## src/rtl/alu_share_ctrl.sv

```systemverilog
// Shares one combinational ALU between two requesters. Requests are accepted in IDLE
// with round-robin arbitration, run for one EXEC cycle, and the result is held until accepted.
module alu_share_ctrl #(
  parameter int unsigned DATA_WIDTH = 32
) (
  input  logic                  clk,
  input  logic                  rst,
  input  logic                  r0_valid,
  output logic                  r0_ready,
  input  logic [15:0]           r0_op,
  input  logic [DATA_WIDTH-1:0] r0_a,
  input  logic [DATA_WIDTH-1:0] r0_b,
  output logic                  r0_rsp_valid,
  input  logic                  r0_rsp_ready,
  output logic [DATA_WIDTH-1:0] r0_rsp_data,
  input  logic                  r1_valid,
  output logic                  r1_ready,
  input  logic [15:0]           r1_op,
  input  logic [DATA_WIDTH-1:0] r1_a,
  input  logic [DATA_WIDTH-1:0] r1_b,
  output logic                  r1_rsp_valid,
  input  logic                  r1_rsp_ready,
  output logic [DATA_WIDTH-1:0] r1_rsp_data,
  output logic                  alu_e,
  output logic [15:0]           alu_op,
  output logic [DATA_WIDTH-1:0] alu_a,
  output logic [DATA_WIDTH-1:0] alu_b,
  input  logic [DATA_WIDTH-1:0] alu_out,
  output logic                  busy
);

  typedef enum logic [1:0] {IDLE, EXEC, RESP} state_t;

  state_t                state_q, state_d;
  logic [15:0]           op_q;
  logic [DATA_WIDTH-1:0] a_q, b_q, res_q;
  logic                  gnt_q, last_q;
  logic                  win0, win1;

  // On a tie the requester that did not win last time is chosen.
  always_comb begin
    win0 = r0_valid && (!r1_valid || last_q);
    win1 = r1_valid && (!r0_valid || !last_q);
  end

  always_comb begin
    state_d      = state_q;
    r0_ready     = 1'b0;
    r1_ready     = 1'b0;
    alu_e        = 1'b0;
    r0_rsp_valid = 1'b0;
    r1_rsp_valid = 1'b0;
    case (state_q)
      IDLE: begin
        r0_ready = win0;
        r1_ready = win1;
        if (win0 || win1) state_d = EXEC;
      end
      EXEC: begin
        alu_e   = 1'b1;
        state_d = RESP;
      end
      RESP: begin
        r0_rsp_valid = !gnt_q;
        r1_rsp_valid = gnt_q;
        if (gnt_q ? r1_rsp_ready : r0_rsp_ready) state_d = IDLE;
      end
      default: state_d = IDLE;
    endcase
  end

  always_ff @(posedge clk) begin
    if (rst) begin
      state_q <= IDLE;
      op_q    <= '0;
      a_q     <= '0;
      b_q     <= '0;
      res_q   <= '0;
      gnt_q   <= 1'b0;
      last_q  <= 1'b1;
    end else begin
      state_q <= state_d;
      if (state_q == IDLE && (win0 || win1)) begin
        op_q   <= win1 ? r1_op : r0_op;
        a_q    <= win1 ? r1_a  : r0_a;
        b_q    <= win1 ? r1_b  : r0_b;
        gnt_q  <= win1;
        last_q <= win1;
      end
      if (state_q == EXEC) res_q <= alu_out;
    end
  end

  assign alu_op      = op_q;
  assign alu_a       = a_q;
  assign alu_b       = b_q;
  assign r0_rsp_data = res_q;
  assign r1_rsp_data = res_q;
  assign busy        = (state_q != IDLE);

endmodule

```

## config.mk

```make
export PLATFORM = sky130hd
export DESIGN_NAME = alu_share_ctrl
export DESIGN_NICKNAME = d
export VERILOG_FILES = /design/src/rtl/alu_share_ctrl.sv
export SDC_FILE = /design/constraint.sdc
export NUM_CORES = 1
export LEC_CHECK = 0
export CORE_AREA = 2 2 134 136
export DETAILED_ROUTE_END_ITERATION = 7
export DIE_AREA = 0 0 136 138
export GPL_ROUTABILITY_DRIVEN = 1
export PLACE_DENSITY = 0.73
export SYNTH_ARGS = -nofsm -noshare
export SYNTH_HDL_FRONTEND = slang
export SYNTH_SLANG_ARGS = --single-unit
```

## constraint.sdc

```tcl
create_clock -name clk -period 1.49 [get_ports clk]
set_input_delay 0.298 -clock clk [delete_from_list [all_inputs] [get_ports clk]]
set_output_delay 0.298 -clock clk [all_outputs]
set_load 0.1 [all_outputs]
```

==> flow_summary_export.csv <==
group,metric,value,unit
outcome,outcome,"finished, violations left",
outcome,failed_checks,"negative setup slack",
clock_tree,cts_tree,"yes",
power_and_ir_drop,p_per_area,1260,nW/um^2
floorplanning,die_w,136,microns
timing,worst_slew_pin_slew,405,ps
clock_tree,clk_transition_reported_paths,60,ps
synthesis,synth_nets,848,
detailed_routing,drtIter0Drc,219,
detailed_routing,dr_wl_met2,12600,microns
placed_design,place_hpwl,16200,microns
synthesis,syn_inst,650,
grt,grt_pass1_vias,6419,
grt,grt_pass1_wl,36800,microns
detailed_routing,viasPerCell,5.09,
layout,postLayoutCellArea,12300,sq um
synthesis,synth_flop_cell,"dfxtp_1",
hold_path,hp-class,"primary input to flip-flop",
grt,grt_max_degree,40,
timing,hold_viol_final,0,
detailed_routing,wl_met1,8490,microns
power_and_ir_drop,clkPwrFrac,26.0,%
setup_path,critPathMaxFanout,5,
clock_tree,cts_buffer_depth,2,
floorplanning,initial_utilization,32.6,%
floorplanning,dieArea,18800,sq um
timing,fin_hold_ws,298,ps
detailed_routing,wl_met3,2210,microns
setup_path,crit_path_top_delay_cell,"or3b_4",
layout,layout_commonest_cell,"nand2_1",
setup_path,cp-end-kind,"primary output",
timing,drv_slew,0,
setup_path,path_cells,"or3b_4, nor2_4, buf_12",
clock_tree,clockRootBuffer,"clkbuf_16",
synthesis,synth.top_cell.area_share,40.6,%
clock_tree,cts_made_buffers,17,
timing,fin_crit_sh,121,%
setup_path,worstPathRequired,1190,ps
detailed_routing,wl_per_cell,19.9,microns
layout,syn2layout_area_growth,115,%
layout,n_antenna_cell,0,
flow_run,cap_violations,0,
grt,track_usage,25.6,%
floorplanning,die_h,138,microns
synthesis,seq_area_frac_synth,40.6,%
power_and_ir_drop,p_leak,4.69,nW
clock_tree,worstSkewPairLatency,410,ps
timing,setup_ws,-318,ps
layout,multiInputGateArea,3010,sq um
power_and_ir_drop,internal-power,9.13,mW
synthesis,synth_seq_cells,116,
grt,gr-total-overflow,0,
synthesis,synth_edf_count,0,
power_and_ir_drop,p_sw,6.37,mW
timing,rsz0062_at_grt,"true",
synthesis,syn_avg_cell_area,8.79,sq um
setup_path,crit_arrival,1510,ps
power_and_ir_drop,comb_power_share,48.7,%
clock_tree,cts_max_level,4,
power_and_ir_drop,swShare,41.1,%
detailed_routing,postRouteAntennaNets,0,
timing,setup_violations,87,
layout,drive_gt1_share,41.3,%
power_and_ir_drop,ir_drop,0.809,mV
timing,max_freq,0.553,GHz
placed_design,post_dp_cell_area,10800,sq um
detailed_routing,vias,6268,
timing,slew_headroom,73.0,%
layout,seqCellArea,2370,sq um
floorplanning,io_pins,348,
synthesis,synth-warning-count,0,
clock_tree,cts_sinks,116,
timing,finalCriticalPeriod,1810,ps
setup_path,critPathKind,"flip-flop to primary output",
layout,final_cell_mix,"nand2_1 (224), clkdlybuf4s50_1 (194), buf_12 (173)",
detailed_routing,top_layer_used,"met4",
layout,final_net_count,1187,
floorplanning,coreArea,17500,sq um
power_and_ir_drop,power_frac_seq,25.4,%
detailed_routing,drc,0,
floorplanning,num_rows,49,
setup_path,slowest_delay,430,ps
timing,clock_skew,6.48,ps
setup_path,start_kind,"flip-flop",
detailed_routing,drt_wl_total,24500,microns
detailed_routing,firstDrtPassIters,4,
layout,nFillCells,1218,
clock_tree,hold_buffers,0,
synthesis,syn_area,5710,sq um
placed_design,port_buffers,347,
synthesis,ys_types,28,
synthesis,ys_top_cells_by_area,"dfxtp_1 (41%), a311oi_2 (21%), nand2_1 (15%)",
grt,antenna_found_initial,0,
placed_design,routabilityCongestion,0.802,
synthesis,ys_async_sr_fraction,0,%
synthesis,netlist.top_cell.by_area,"dfxtp_1",
==> registers in the layout, indices dropped and copies added, names as in the netlist <==
| name | flops |
|---|---|
| alu_a | 32 |
| state_q | 2 |
| alu_b | 32 |
| gnt_q | 1 |
| last_q | 1 |
| r0_rsp_data | 32 |
| alu_op | 16 |
==> power by group through the flow <==
stage	Sequential, mW	Clock, mW	Combinational, mW
floorplan	6.10	0	1.98
global placement	3.95	0	6.73
detailed placement	3.96	0	6.80
CTS	3.91	4.08	7.60
global route	3.97	4.22	7.80
finish	3.93	4.02	7.54
==> synthesized netlist by cell type, types with 2 or more instances <==
| master | instances |
|---|---|
| buf_2 | 7 |
| a21oi_1 | 113 |
| buf_12 | 9 |
| nand2_1 | 224 |
| dfxtp_1 | 116 |
| a311oi_2 | 79 |
| nor2b_1 | 2 |
| buf_4 | 34 |
| nor2_1 | 3 |
| clkbuf_1 | 45 |
==> final timing paths <==
check                   from         endpoint  slack [ps]  cells past startpoint
min                      rst       alu_op[10]         300                      2
max               state_q[1]         r0_ready        -320                      3
min reg2reg  r0_rsp_data[11]  r0_rsp_data[11]         500                      2
max reg2reg       state_q[1]        alu_b[21]        -190                      9
==> layout make-up <==
| type | count | area share, % |
|---|---|---|
| clock buffer | 22 | 3.86 |
| clock inverter | 10 | 0.856 |
| inverter | 2 | 0.112 |
| multi-input combinational | 435 | 24.5 |
| sequential | 116 | 19.3 |
| tap | 229 | 2.33 |
| timing repair buffer | 417 | 49.0 |
==> cells by family after synthesis <==
| group | after synthesis | synth area share, % |
|---|---|---|
| AND/OR/NAND/NOR | 237 | 16.2 |
| AO/OA/AOI/OAI | 197 | 31.4 |
| flip-flops | 116 | 40.6 |
| buffers and inverters | 99 | 11.6 |
| multiplexers | 1 | 0.175 |
==> repair_timing <==
action,CTS,global route
buffers inserted,25,14
cloned,14,3
gates resized for setup,81,51
hold endpoints to repair,0,0
endpoints found under the setup margin,87,91
pin swaps,34,35
==> per-stage QoR <==
stage | total power, mW | TNS, ps | setup WS, ps | utilization [%] | std cells
3_3_place_gp | 10.7 | -38560 | -471 | 61.4 | 1163
4_1_cts | 15.6 | -9370 | -335 | 69.9 | 1233
5_1_grt | 16.0 | -11360 | -367 | 70.0 | 1231
2_1_floorplan | 8.08 | -1150 | -608 | - | 650
3_5_place_dp | 10.8 | -41500 | -532 | 61.4 | 1163
6_report | 15.5 | -6240 | -318 | 70.0 | 1231
==> worst max-delay path, delay by kind of cell (launching register included) <==
family,cells,cell delay [ps]
and+or+nand+nor,2,550
DFF,1,360
buffers and inverters,1,180
==> per-layer routing <==
layer | GRT usage, % | vias up
met5 | 0 | -
li1 | - | 2930
met4 | 13.8 | 0
met2 | 44.3 | 302
met1 | 26.7 | 2966
met3 | 9.20 | 70
(Power assumes the default switching activity.)
